==> src/rtl/bus_xfer_ctrl.sv <==
// bus_xfer_ctrl: sequences register-transfer commands (LOAD/CLR/MOVE/SWAP)
// onto a shared tri-state register bus. All enables are registered, and no
// cycle ever has more than one bus driver or more than one load target.
module bus_xfer_ctrl #(
  parameter int unsigned NREG = 4,
  parameter int unsigned SELW = 2,
  parameter int unsigned W    = 4
) (
  input  logic            clk,
  input  logic            rst,
  input  logic            cmd_valid,
  output logic            cmd_ready,
  input  logic [1:0]      cmd_op,
  input  logic [SELW-1:0] cmd_src,
  input  logic [SELW-1:0] cmd_dst,
  input  logic [W-1:0]    cmd_imm,
  output logic [NREG-1:0] reg_in,
  output logic [NREG-1:0] reg_out,
  output logic            tmp_in,
  output logic            tmp_out,
  output logic            ext_out,
  output logic [W-1:0]    imm_out,
  output logic            busy,
  output logic            done,
  output logic            err
);

  typedef enum logic [2:0] {
    IDLE = 3'd0,
    S1   = 3'd1,
    S2   = 3'd2,
    S3   = 3'd3,
    FIN  = 3'd4
  } state_e;

  typedef enum logic [1:0] {
    OP_LOAD = 2'b00,
    OP_MOVE = 2'b01,
    OP_SWAP = 2'b10,
    OP_CLR  = 2'b11
  } op_e;

  // Register count widened by one bit so an out-of-range select can be detected.
  localparam logic [SELW:0] NREG_L = (SELW+1)'(NREG);

  state_e          state_q, state_d;
  op_e             op_q, op_d;
  logic [SELW-1:0] src_q, src_d;
  logic [SELW-1:0] dst_q, dst_d;
  logic [W-1:0]    imm_q, imm_d;
  logic            ready_q, ready_d;
  logic            done_q, done_d;
  logic            err_q, err_d;

  logic [NREG-1:0] rin_q, rin_d;
  logic [NREG-1:0] rout_q, rout_d;
  logic            tin_q, tin_d;
  logic            tout_q, tout_d;
  logic            ext_q, ext_d;
  logic [W-1:0]    immo_q, immo_d;

  logic            accept;
  logic            bad;

  // Decode a register select into a one-hot enable vector.
  function automatic logic [NREG-1:0] sel_onehot(input logic [SELW-1:0] idx);
    logic [NREG-1:0] v;
    v = '0;
    for (int unsigned i = 0; i < NREG; i++) begin
      if (idx == SELW'(i)) v[i] = 1'b1;
    end
    return v;
  endfunction

  assign accept = cmd_valid && ready_q;

  // Effective command: fresh inputs on the accept edge, otherwise the captured copy.
  // Using it for the output decode lets step 1's enables register on the accept edge.
  always_comb begin
    op_d  = op_q;
    src_d = src_q;
    dst_d = dst_q;
    imm_d = imm_q;
    if (accept) begin
      op_d  = op_e'(cmd_op);
      src_d = cmd_src;
      dst_d = cmd_dst;
      imm_d = cmd_imm;
    end
  end

  // Reject out-of-range selects, and source/destination aliasing for MOVE/SWAP.
  always_comb begin
    bad = ({1'b0, dst_d} >= NREG_L);
    if (op_d == OP_MOVE || op_d == OP_SWAP) begin
      bad = bad || ({1'b0, src_d} >= NREG_L) || (src_d == dst_d);
    end
  end

  // Next-state, handshake and completion pulses.
  always_comb begin
    state_d = state_q;
    ready_d = ready_q;
    done_d  = 1'b0;
    err_d   = 1'b0;
    case (state_q)
      IDLE: begin
        ready_d = 1'b1;
        if (accept) begin
          ready_d = 1'b0;
          state_d = bad ? FIN : S1;
        end
      end
      S1: begin
        if (op_q == OP_SWAP) begin
          state_d = S2;
        end else begin
          state_d = IDLE;
          ready_d = 1'b1;
          done_d  = 1'b1;
        end
      end
      S2: begin
        state_d = S3;
      end
      S3: begin
        state_d = IDLE;
        ready_d = 1'b1;
        done_d  = 1'b1;
      end
      FIN: begin
        state_d = IDLE;
        ready_d = 1'b1;
        done_d  = 1'b1;
        err_d   = 1'b1;
      end
      default: begin
        state_d = IDLE;
        ready_d = 1'b0;
      end
    endcase
  end

  // Bus enables for the step being entered; IDLE and FIN leave everything off.
  always_comb begin
    rin_d  = '0;
    rout_d = '0;
    tin_d  = 1'b0;
    tout_d = 1'b0;
    ext_d  = 1'b0;
    immo_d = '0;
    case (state_d)
      S1: begin
        case (op_d)
          OP_LOAD: begin
            ext_d  = 1'b1;
            immo_d = imm_d;
            rin_d  = sel_onehot(dst_d);
          end
          OP_CLR: begin
            ext_d  = 1'b1;
            rin_d  = sel_onehot(dst_d);
          end
          OP_MOVE: begin
            rout_d = sel_onehot(src_d);
            rin_d  = sel_onehot(dst_d);
          end
          OP_SWAP: begin
            rout_d = sel_onehot(src_d);
            tin_d  = 1'b1;
          end
        endcase
      end
      S2: begin
        rout_d = sel_onehot(dst_d);
        rin_d  = sel_onehot(src_d);
      end
      S3: begin
        tout_d = 1'b1;
        rin_d  = sel_onehot(dst_d);
      end
      default: ;
    endcase
  end

  // Control state, handshake and completion pulses.
  always_ff @(posedge clk or posedge rst) begin
    if (rst) begin
      state_q <= IDLE;
      ready_q <= 1'b0;
      done_q  <= 1'b0;
      err_q   <= 1'b0;
    end else begin
      state_q <= state_d;
      ready_q <= ready_d;
      done_q  <= done_d;
      err_q   <= err_d;
    end
  end

  // Captured command fields.
  always_ff @(posedge clk or posedge rst) begin
    if (rst) begin
      op_q  <= OP_LOAD;
      src_q <= '0;
      dst_q <= '0;
      imm_q <= '0;
    end else begin
      op_q  <= op_d;
      src_q <= src_d;
      dst_q <= dst_d;
      imm_q <= imm_d;
    end
  end

  // Registered bus enables; reset drops them immediately.
  always_ff @(posedge clk or posedge rst) begin
    if (rst) begin
      rin_q  <= '0;
      rout_q <= '0;
      tin_q  <= 1'b0;
      tout_q <= 1'b0;
      ext_q  <= 1'b0;
      immo_q <= '0;
    end else begin
      rin_q  <= rin_d;
      rout_q <= rout_d;
      tin_q  <= tin_d;
      tout_q <= tout_d;
      ext_q  <= ext_d;
      immo_q <= immo_d;
    end
  end

  assign cmd_ready = ready_q;
  assign reg_in    = rin_q;
  assign reg_out   = rout_q;
  assign tmp_in    = tin_q;
  assign tmp_out   = tout_q;
  assign ext_out   = ext_q;
  assign imm_out   = immo_q;
  assign busy      = (state_q != IDLE);
  assign done      = done_q;
  assign err       = err_q;

endmodule

==> config.mk <==
export PLATFORM = sky130hd
export DESIGN_NAME = bus_xfer_ctrl
export DESIGN_NICKNAME = d
export VERILOG_FILES = /design/src/rtl/bus_xfer_ctrl.sv
export SDC_FILE = /design/constraint.sdc
export NUM_CORES = 1
export LEC_CHECK = 0
export CAP_MARGIN = 20
export CORE_UTILIZATION = 50
export CTS_CLUSTER_DIAMETER = 120
export DETAILED_ROUTE_END_ITERATION = 8
export GPL_TIMING_DRIVEN = 0
export PLACE_DENSITY = 0.91
export SYNTH_ARGS = -nofsm -noshare
export SYNTH_HDL_FRONTEND = slang
export SYNTH_SLANG_ARGS = --single-unit
==> constraint.sdc <==
create_clock -name clk -period 4.4 [get_ports clk]
set_input_delay 0.88 -clock clk [delete_from_list [all_inputs] [get_ports clk]]
set_output_delay 0.88 -clock clk [all_outputs]
set_load 0.03 [all_outputs]
==> key figures, run 1 <==
Outcome
  • Outcome: complete, no violations

Critical path
  • Max Fanout on Critical Path: 10
  • Reg2Reg Depth: 8
  • Setup Crit Path Kind: in2reg
  • CP required: approximately 4.6 ns
  • Arr. time, crit path: about 3.6 ns
  • Nature of the critical path startpoint: primary input
  • Worst Setup End Kind: flop

Route
  • Wire per inst: around 14 um
  • Vias: 894
  • DR iter-0 viols: 19
  • Drt first pass iters: 4
  • Routed WL: roughly 2300 um
  • Residual DRC: 0
  • Vias per inst: between 5 and 6
  • Post-DRT Antenna Nets: 0

Pwr
  • Comb power frac: 0.423
  • Peak supply drop: about 410 uV
  • Switching share of power: 0.3713
  • Clock power frac: 0.180
  • P_int: approximately 0.64 mW
  • Switching Power: roughly 0.38 mW
  • Sequential power share: 0.396
  • LEAKAGE: ~0.79 nW
  • Power Dens Cells: 604.1 nW/um2
  • Power Total: about 1.0 mW

CTS
  • Clk pin slew, worst setup/hold paths: 0.09 ns
  • CTS tree: built
  • Clock latency on the worst-skew pair: 0.32 ns
  • H-tree levels: 2
  • Sink Count: 31
  • Post-CTS Setup Bufs: 0
  • Root buffer cell: clkbuf_4
  • CTS max path bufs: 2
  • Post-cts hold buffer count: 0
  • # resized after CTS: 0
  • TritonCTS Buffers: 5

Final layout
  • Sequential standard cell area: about 780 um2
  • Filler Cell Count: about 160
  • Fin util: 0.7367
  • Share of cells above drive strength 1: 0.1286
  • Final instance area: around 1700 um2
  • Multi-input logic area: between 400 and 500 um2
  • Finished Layout Cells: 168
  • Synthesis-to-layout area growth: 35.77%
  • Diodes inserted: 0
  • Final nets: between 150 and 200

Placed design
  • Placed Instance Area: 1580 um2
  • Hpwl dp: 1734 um
  • PortBufs: 31
  • Gpl congestion: about 0.85
  • Placed Instances: around 160
  • Post-place setup slack: between 0.7 and 0.8 ns

Timing
  • Slew Limit Fails: 0
  • Tcrit/Tclk final: 0.7605
  • Fin. Hold Viols: 0
  • Setup WS post-layout: approximately 1.1 ns
  • Tmin final: about 3.3 ns
  • Slew Limit Headroom: 0.5732
  • Fmax: 298.9 MHz
  • # setup viols final: 0
  • RSZ-0062 raised after global routing: no
  • Clk_skew: roughly 0.007 ns
  • Hold WS: 0.5105 ns
  • Setup TNS: 0 ns
  • Worst slew pin tran: ~0.64 ns

Logic synthesis
  • Top area cells in the synthesized netlist: dfrtp_1 63%, mux2_2 5.5%, mux2i_1 3.2%
  • Xor/xnor cell area share of the yosys netlist: 0.01418
  • Yosys warns: 0
  • Unique masters post-synth: 29
  • Post-synth EDFFs: 0
  • Ys flop type: dfrtp_1
  • Area share of the largest cell type after synthesis: 0.6282
  • Async set-reset flop share out of synthesis: 1.000
  • Count leader, synth: dfrtp_1
  • Largest family of logic cells by synthesized area: simple AND/OR/NAND/NOR gates
  • Adder-Cell Fraction of Synth Area: 0.02026
  • Sequential element share of the synthesized area: 0.6282
  • Flops & latches, synth: 31
  • Complex-gate fraction of the synthesized area: 0.09422
  • Post-Synthesis Cells: 100
  • Synth top cells by count: 31 x dfrtp_1, 9 x inv_1, 8 x nand2_1
  • Post-Synth Simple-Gate Area: 0.1216
  • Mapped cell area: 1235 um2
  • Mapped Nets: around 120
  • Mux contribution to synthesized area: 0.08713
  • Area leader, netlist: dfrtp_1
  • Post-Syn Area per Cell: 12.35 um2

Global routing
  • Tot GR Track Use: 0.2070
  • Vias in the first global route: 870
  • Largest net degree at the start of global routing: 32
  • Grt ovf: 0
  • Antenna violations before repair: 0
  • First-pass GRT wire length: around 3800 um

Hold path
  • Hold Path Depth: 1
  • Worst Hold Class: reg2reg

Run
  • Max-Cap Viols: 0

Floorplanning
  • Die Area: 2672 um2
  • Site Rows: 17
  • Die width: just over 50 um
  • Die Y-Extent: ~52 um
  • Core box area: approximately 2300 um2
  • I/O pins: 32
  • Initial cell density of the core: 0.5426
==> per-layer routing <==
layer,global-route usage,share of wire,wire length (um),up-vias
met5,0,0,0,-
met4,0.09910,0.016,38,0
met3,0.06140,0.039,92,4
met2,0.3463,0.51,1197,21
met1,0.2426,0.43,1008,438
li1,-,-,-,431
==> state kept, by name (all words and copies together) (netlist names) <==
name	count
done	1
ext_out	1
reg_out	4
imm_q	4
cmd_ready	1
tmp_in	1
tmp_out	1
state_q	3
err	1
dst_q	2
imm_out	4
reg_in	4
src_q	2
op_q	2
==> power by group through the flow <==
stage	clock, mW	sequential [mW]	combinational, mW
after detailed placement	0	0.408	0.423
final	0.182	0.402	0.429
after global routing	0.202	0.411	0.463
after CTS	0.191	0.402	0.427
after floorplan	0	0.475	0.204
after global placement	0	0.402	0.408
==> kinds of logic (layout without fill, tap and decap cells) <==
logic type / Yosys count / in the layout
buffers and inverters: 11 / 51
AOI/OAI and AO/OA: 16 / 16
and+or+nand+nor: 28 / 28
xor gates and xnor gates: 2 / 2
adders and majority gates: 2 / 2
muxes: 10 / 10
DFF: 31 / 31
==> area by class of cell <==
type / count / share of cell area
clock buffer: 8 / 0.04104
timing repair buffer: 32 / 0.2015
buffer: 2 / 0.005224
sequential: 31 / 0.4627
inverter: 9 / 0.02015
multi-input combinational: 58 / 0.2485
tap: 28 / 0.02090
==> path summary, 6_finish.rpt <==
path	start	slack (ns)	to
max in group asynchronous	rst	3.02	reg_out[3]$_DFF_PP0_
max	cmd_valid	1.05	reg_in[1]$_DFF_PP0_
min in group asynchronous	rst	0.90	imm_out[0]$_DFF_PP0_
min	imm_q[0]$_DFF_PP0_	0.51	imm_q[0]$_DFF_PP0_
min reg2reg	imm_q[0]$_DFF_PP0_	0.51	imm_q[0]$_DFF_PP0_
max reg2reg	cmd_ready$_DFFE_PP0P_	1.62	reg_in[1]$_DFF_PP0_
==> critical path, cell delays in order <==
cell	delay [ns]
clkdlybuf4s50_1	0.44
nand2_2	0.17
buf_1	0.43
mux2_2	0.42
ha_1	0.29
inv_1	0.06
a311o_1	0.30
o21a_1	0.22
o32ai_1	0.32
==> layout by cell type (no fill, tap or decap), drive strengths merged <==
cell type	instances
ha	2
clkdlybuf4s50	31
mux2i	4
nand2	9
clkbuf	9
nor2	1
o21bai	1
nand2b	1
o32ai	2
and3	5
a311o	1
inv	9
o22ai	6
mux2	6
or3	1
and2	1
nor3b	1
o221a	1
nand3	3
xnor2	2
o21ai	2
a311oi	1
or3b	1
a31oi	1
dfrtp	31
buf	2
nor2b	3
nor3	2
o21a	1
Note: power is estimated with default switching activity, not from simulation.
==> run 2, diff against run 1 <==
CORE_UTILIZATION = 42   (was 50)
PLACE_DENSITY = 0.82   (was 0.91)
clock period = 3 ns   (was 4.4 ns; I/O delays follow)
==> run 2 against run 1 <==
Net effect:
- critical endpoint unchanged
- flip-flop and latch count unchanged
- non-clock buffer count unchanged
- power grew 39%
- critical path depth unchanged
- first-iteration DRC count up 16%
- cell area decreased by 1.3%
- combinational power rose by 44%
==> key figures, run 2 (synthesis results as in run 1) <==
Critical path
  • Worst Setup End Kind: flop
  • Setup Crit Path Kind: in2reg
  • Reg2Reg Depth: 8
  • Buf/Inv on CP: 3
  • Max incr delay on CP: between 0.4 and 0.5 ns
  • Arr. time, crit path: between 3 and 4 ns
  • Critical path cell sequence: clkdlybuf4s50_1, nand2_2, buf_2, mux2_2, ha_1, inv_1, a311o_1, o21a_1, o32ai_1
  • WP depth: 9
  • Max Fanout on Critical Path: 10
  • Nature of the critical path startpoint: primary input
  • R2R Setup Slk: slightly above 0.5 ns
  • Critical path launch point: cmd_valid
  • Crit path max-delay family: compound AO/OA/AOI/OAI gates
  • Worst r2r src: cmd_ready$_DFFE_PP0P_
  • Slowest cell on crit path: clkdlybuf4s50_1
  • CP required: between 3 and 4 ns

Final layout
  • Synthesis-to-layout area growth: 33.94%
  • Diodes inserted: 0
  • Final nets: 154
  • Final instance area: about 1700 um2
  • Finished Layout Cells: between 150 and 200
  • Share of cells above drive strength 1: 0.1232
  • Filler Cell Count: approximately 240
  • Fin util: 0.5947
  • Multi-input logic area: between 400 and 500 um2
  • Sequential standard cell area: ~780 um2
  • Commonest non-fill, non-tap cells in the layout: 31 x dfrtp_1, 31 x clkdlybuf4s50_1, 9 x inv_1, 8 x nand2_1

Pwr
  • Power Dens Cells: between 800 and 900 nW/um2
  • Peak supply drop: between 500 and 600 uV
  • LEAKAGE: between 0.7 and 0.8 nW
  • Switching Power: ~0.53 mW
  • Switching share of power: 0.3750
  • Comb power frac: 0.438
  • Clock power frac: 0.144
  • P_int: 0.8797 mW
  • Sequential power share: 0.418

Placed design
  • Gpl congestion: just over 0.8
  • Placed Instance Area: 1584 um2
  • Placed Instances: 162
  • PortBufs: 31
  • Hpwl dp: about 1600 um

Floorplanning
  • Initial cell density of the core: 0.4440
  • Die Area: 3161 um2
  • Core box area: about 2800 um2
  • I/O pins: 32
  • Die width: roughly 56 um
  • Site Rows: 19
  • Die Y-Extent: 56.23 um

CTS
  • Root buffer cell: clkbuf_4
  • Post-cts hold buffer count: 0
  • Clk pin slew, worst setup/hold paths: approximately 0.08 ns
  • Sink Count: 31
  • TritonCTS Buffers: 5
  • CTS max path bufs: 2
  • CTS tree: built
  • H-tree levels: 2
  • Clock latency on the worst-skew pair: approximately 0.3 ns
  • # resized after CTS: 1
  • Post-CTS Setup Bufs: 0

Route
  • Post-DRT Antenna Nets: 0
  • Wire per inst: about 13 um
  • Residual DRC: 0
  • Drt first pass iters: 4
  • DR iter-0 viols: 22
  • Vias: ~890
  • Routed WL: ~2200 um
  • Vias per inst: 5.237

Outcome
  • Outcome: complete, no violations

Hold path
  • Worst Hold Class: reg2reg
  • Hold path startpoint: imm_q[2]$_DFF_PP0_
  • Hold Path Depth: 1

Global routing
  • Grt ovf: 0
  • Tot GR Track Use: 0.1536
  • Largest net degree at the start of global routing: 32
  • Vias in the first global route: approximately 870
  • First-pass GRT wire length: ~3700 um
  • Antenna violations before repair: 0

Timing
  • Fmax: 357.0 MHz
  • Slew Limit Headroom: 0.5770
  • # setup viols final: 0
  • Fin. Hold Viols: 0
  • RSZ-0062 raised after global routing: no
  • Clk_skew: approximately 0.0018 ns
  • Tmin final: ~2.8 ns
  • Slew Limit Fails: 0
  • Tcrit/Tclk final: 0.9338
  • Worst slew pin tran: between 0.6 and 0.7 ns

Run
  • Max-Cap Viols: 0
-- run 2: final timing paths --
kind                                             to
max in group asynchronous         tmp_out$_DFF_PP0_
worst max register to register  reg_in[1]$_DFF_PP0_
worst max-delay path            reg_in[1]$_DFF_PP0_
worst min register to register   imm_q[2]$_DFF_PP0_
min in group asynchronous        imm_q[0]$_DFF_PP0_
worst min-delay path             imm_q[2]$_DFF_PP0_
-- run 2: metrics by stage --
stage          hold slack (ns)  power (mW)  setup WS, ns  TNS (ns)
2_1_floorplan           0.4656      0.9956        0.4063         0
3_3_place_gp            0.4731       1.192       -0.3249    -2.127
3_5_place_dp            0.4838       1.209       -0.3349    -2.307
4_1_cts                 0.5035       1.415        0.1858         0
5_1_grt                 0.5268       1.498        0.1290         0
6_report                0.5002       1.408        0.1987         0
-- run 2: power groups by stage --
stage	sequential (mW)	clock [mW]	combinational (mW)
after floorplan	0.697	0	0.299
after global placement	0.591	0	0.601
after detailed placement	0.598	0	0.610
after CTS	0.590	0.210	0.615
after global routing	0.605	0.228	0.665
final	0.589	0.202	0.617
-- run 2: final cells by class --
class,instances,area share
plain buffers,2,0.006051
clock buffers,6,0.02496
inverters,9,0.02042
multi-input cells,58,0.2519
flip-flops and latches,31,0.4690
well taps,31,0.02345
repair buffers,32,0.2042
-- run 2: layer usage --
metal / part of all wire / up-vias / GRT usage
met5: 0 / - / 0
met2: 0.48 / 21 / 0.2449
li1: - / 427 / -
met3: 0.031 / 5 / 0.03488
met4: 0.021 / 0 / 0.08711
met1: 0.47 / 432 / 0.1925
==> run 3, diff against run 2 <==
CORE_UTILIZATION = 47   (was 42)
PLACE_DENSITY = 0.86   (was 0.82)
clock period = 2.6 ns   (was 3 ns; I/O delays follow)
==> run 3 against run 2 <==
Net effect:
- hold slack worse by 0.080 ns
- sequential power is 16% higher
- critical endpoint is now busy
- die area is 10% lower
- largest cell class unchanged
- highest routed layer unchanged
==> key figures, run 3 (synthesis results as in run 1) <==
Floorplanning
  • Initial cell density of the core: 0.4985
  • I/O pins: 32
  • Die Y-Extent: 53.26 um
  • Die width: ~53 um
  • Core box area: roughly 2500 um2
  • Die Area: about 2800 um2
  • Site Rows: 18

Critical path
  • Buf/Inv on CP: 2
  • Slowest cell on crit path: clkdlybuf4s50_1
  • Crit path max-delay family: buffers and inverters
  • Worst Setup End Kind: primary output
  • Arr. time, crit path: about 1.9 ns
  • Critical path cell sequence: or3_1, clkbuf_2, clkdlybuf4s50_1
  • CP required: roughly 2.1 ns
  • Max incr delay on CP: 0.60 ns
  • Max Fanout on Critical Path: 6
  • Nature of the critical path startpoint: flop
  • Setup Crit Path Kind: reg2out

Route
  • Residual DRC: 0
  • DR iter-0 viols: 11
  • Vias: 924
  • Post-DRT Antenna Nets: 0
  • Drt first pass iters: 4
  • Wire per inst: 14.72 um
  • Vias per inst: 5.372
  • Top Layer Used: met4
  • Met1 Wirelength: approximately 1100 um
  • Metal3 WL: roughly 96 um
  • Wire length on met2: between 1000 and 1500 um
  • Routed WL: roughly 2500 um

CTS
  • H-tree levels: 2
  • Post-cts hold buffer count: 0
  • Sink Count: 31
  • TritonCTS Buffers: 5
  • Clk pin slew, worst setup/hold paths: roughly 0.09 ns
  • Root buffer cell: clkbuf_4
  • CTS tree: built
  • CTS max path bufs: 2
  • Clock latency on the worst-skew pair: 0.34 ns

Final layout
  • Sequential standard cell area: 775.7 um2
  • Final nets: about 160
  • Share of cells above drive strength 1: 0.1761
  • Fin util: 0.7035
  • Commonest non-fill, non-tap cells in the layout: 31 x dfrtp_1, 30 x clkdlybuf4s50_1, 9 x inv_1, 8 x nand2_1
  • Multi-input logic area: about 440 um2
  • Diodes inserted: 0
  • Synthesis-to-layout area growth: 41.13%
  • Commonest non-fill, non-tap cell in the layout: dfrtp_1
  • Filler Cell Count: 170

Timing
  • # setup viols final: 0
  • Slew Limit Fails: 0
  • RSZ-0062 raised after global routing: no
  • Tmin final: ~2.4 ns
  • Fmax: 409.6 MHz
  • Slew Limit Headroom: 0.5915
  • Clk_skew: just over 0.009 ns
  • Worst slew pin tran: ~0.6 ns
  • Tcrit/Tclk final: 0.9390
  • Setup WS post-layout: 0.1586 ns
  • Fin. Hold Viols: 0

Placed design
  • Gpl congestion: about 0.84
  • Hpwl dp: 1722 um
  • PortBufs: 31
  • Post-place setup slack: -0.7371 ns

Global routing
  • Grt ovf: 0
  • Antenna violations before repair: 0
  • First-pass GRT wire length: 4057 um
  • Largest net degree at the start of global routing: 32
  • Vias in the first global route: about 920
  • Tot GR Track Use: 0.2152

Run
  • Max-Cap Viols: 0

Outcome
  • Outcome: complete, no violations

Hold path
  • Worst Hold Class: in2async

Pwr
  • Power Total: around 1.8 mW
  • LEAKAGE: 0.8324 nW
  • Peak supply drop: 680.5 uV
  • Power Dens Cells: around 1100 nW/um2
## run 3: routing by layer
| layer | vias up | GRT usage |
|---|---|---|
| li1 | 437 | - |
| met5 | - | 0 |
| met2 | 21 | 0.3458 |
| met1 | 460 | 0.2491 |
| met3 | 6 | 0.08046 |
| met4 | 0 | 0.1053 |
## run 3: final timing paths
| path | from | end | slack [ns] | cells past startpoint |
|---|---|---|---|---|
| worst min-delay path | rst | err$_DFF_PP0_ | 0.42 | 2 |
| max in group asynchronous | rst | ext_out$_DFF_PP0_ | 1.77 | 3 |
| worst min register to register | imm_q[2]$_DFF_PP0_ | imm_q[2]$_DFF_PP0_ | 0.50 | 1 |
| worst max register to register | cmd_ready$_DFFE_PP0P_ | reg_in[3]$_DFF_PP0_ | 0.25 | 8 |
| min in group clk | imm_q[2]$_DFF_PP0_ | imm_q[2]$_DFF_PP0_ | 0.50 | 1 |
| worst max-delay path | state_q[2]$_DFF_PP0_ | busy | 0.16 | 3 |
## run 3: cell type report
| class | count | share of cell area |
|---|---|---|
| multi-input combinational | 58 | 0.2513 |
| inverter | 9 | 0.01938 |
| timing repair buffer | 34 | 0.2039 |
| clock inverter | 2 | 0.02010 |
| sequential | 31 | 0.4451 |
| clock buffer | 6 | 0.02943 |
| tap | 30 | 0.02154 |
| buffer | 2 | 0.009332 |
## run 3: through the flow
stage	std cells	setup TNS (ns)	area (um2)	hold slack (ns)
finish	172	0	1743	0.4204
global route	172	0	1743	0.4232
CTS	169	0	1689	0.5041
detailed placement	161	-7.126	1583	0.4832
global placement	161	-6.533	1583	0.4744
floorplan	100	0	1235	0.4656
## run 3: where the power goes
group | total [mW] | switching [mW] | leakage, nW | internal [mW]
Combinational | 0.767 | 0.440 | 0.384 | 0.327
Clock | 0.389 | 0.162 | 0.0482 | 0.227
Sequential | 0.684 | 0.0689 | 0.400 | 0.615
## run 3: timing repair
item / CTS / global route
pin swaps: 1 / 2
endpoints found under the setup margin: 13 / 4
setup buffers: 0 / 2
resized for setup: 5 / 3
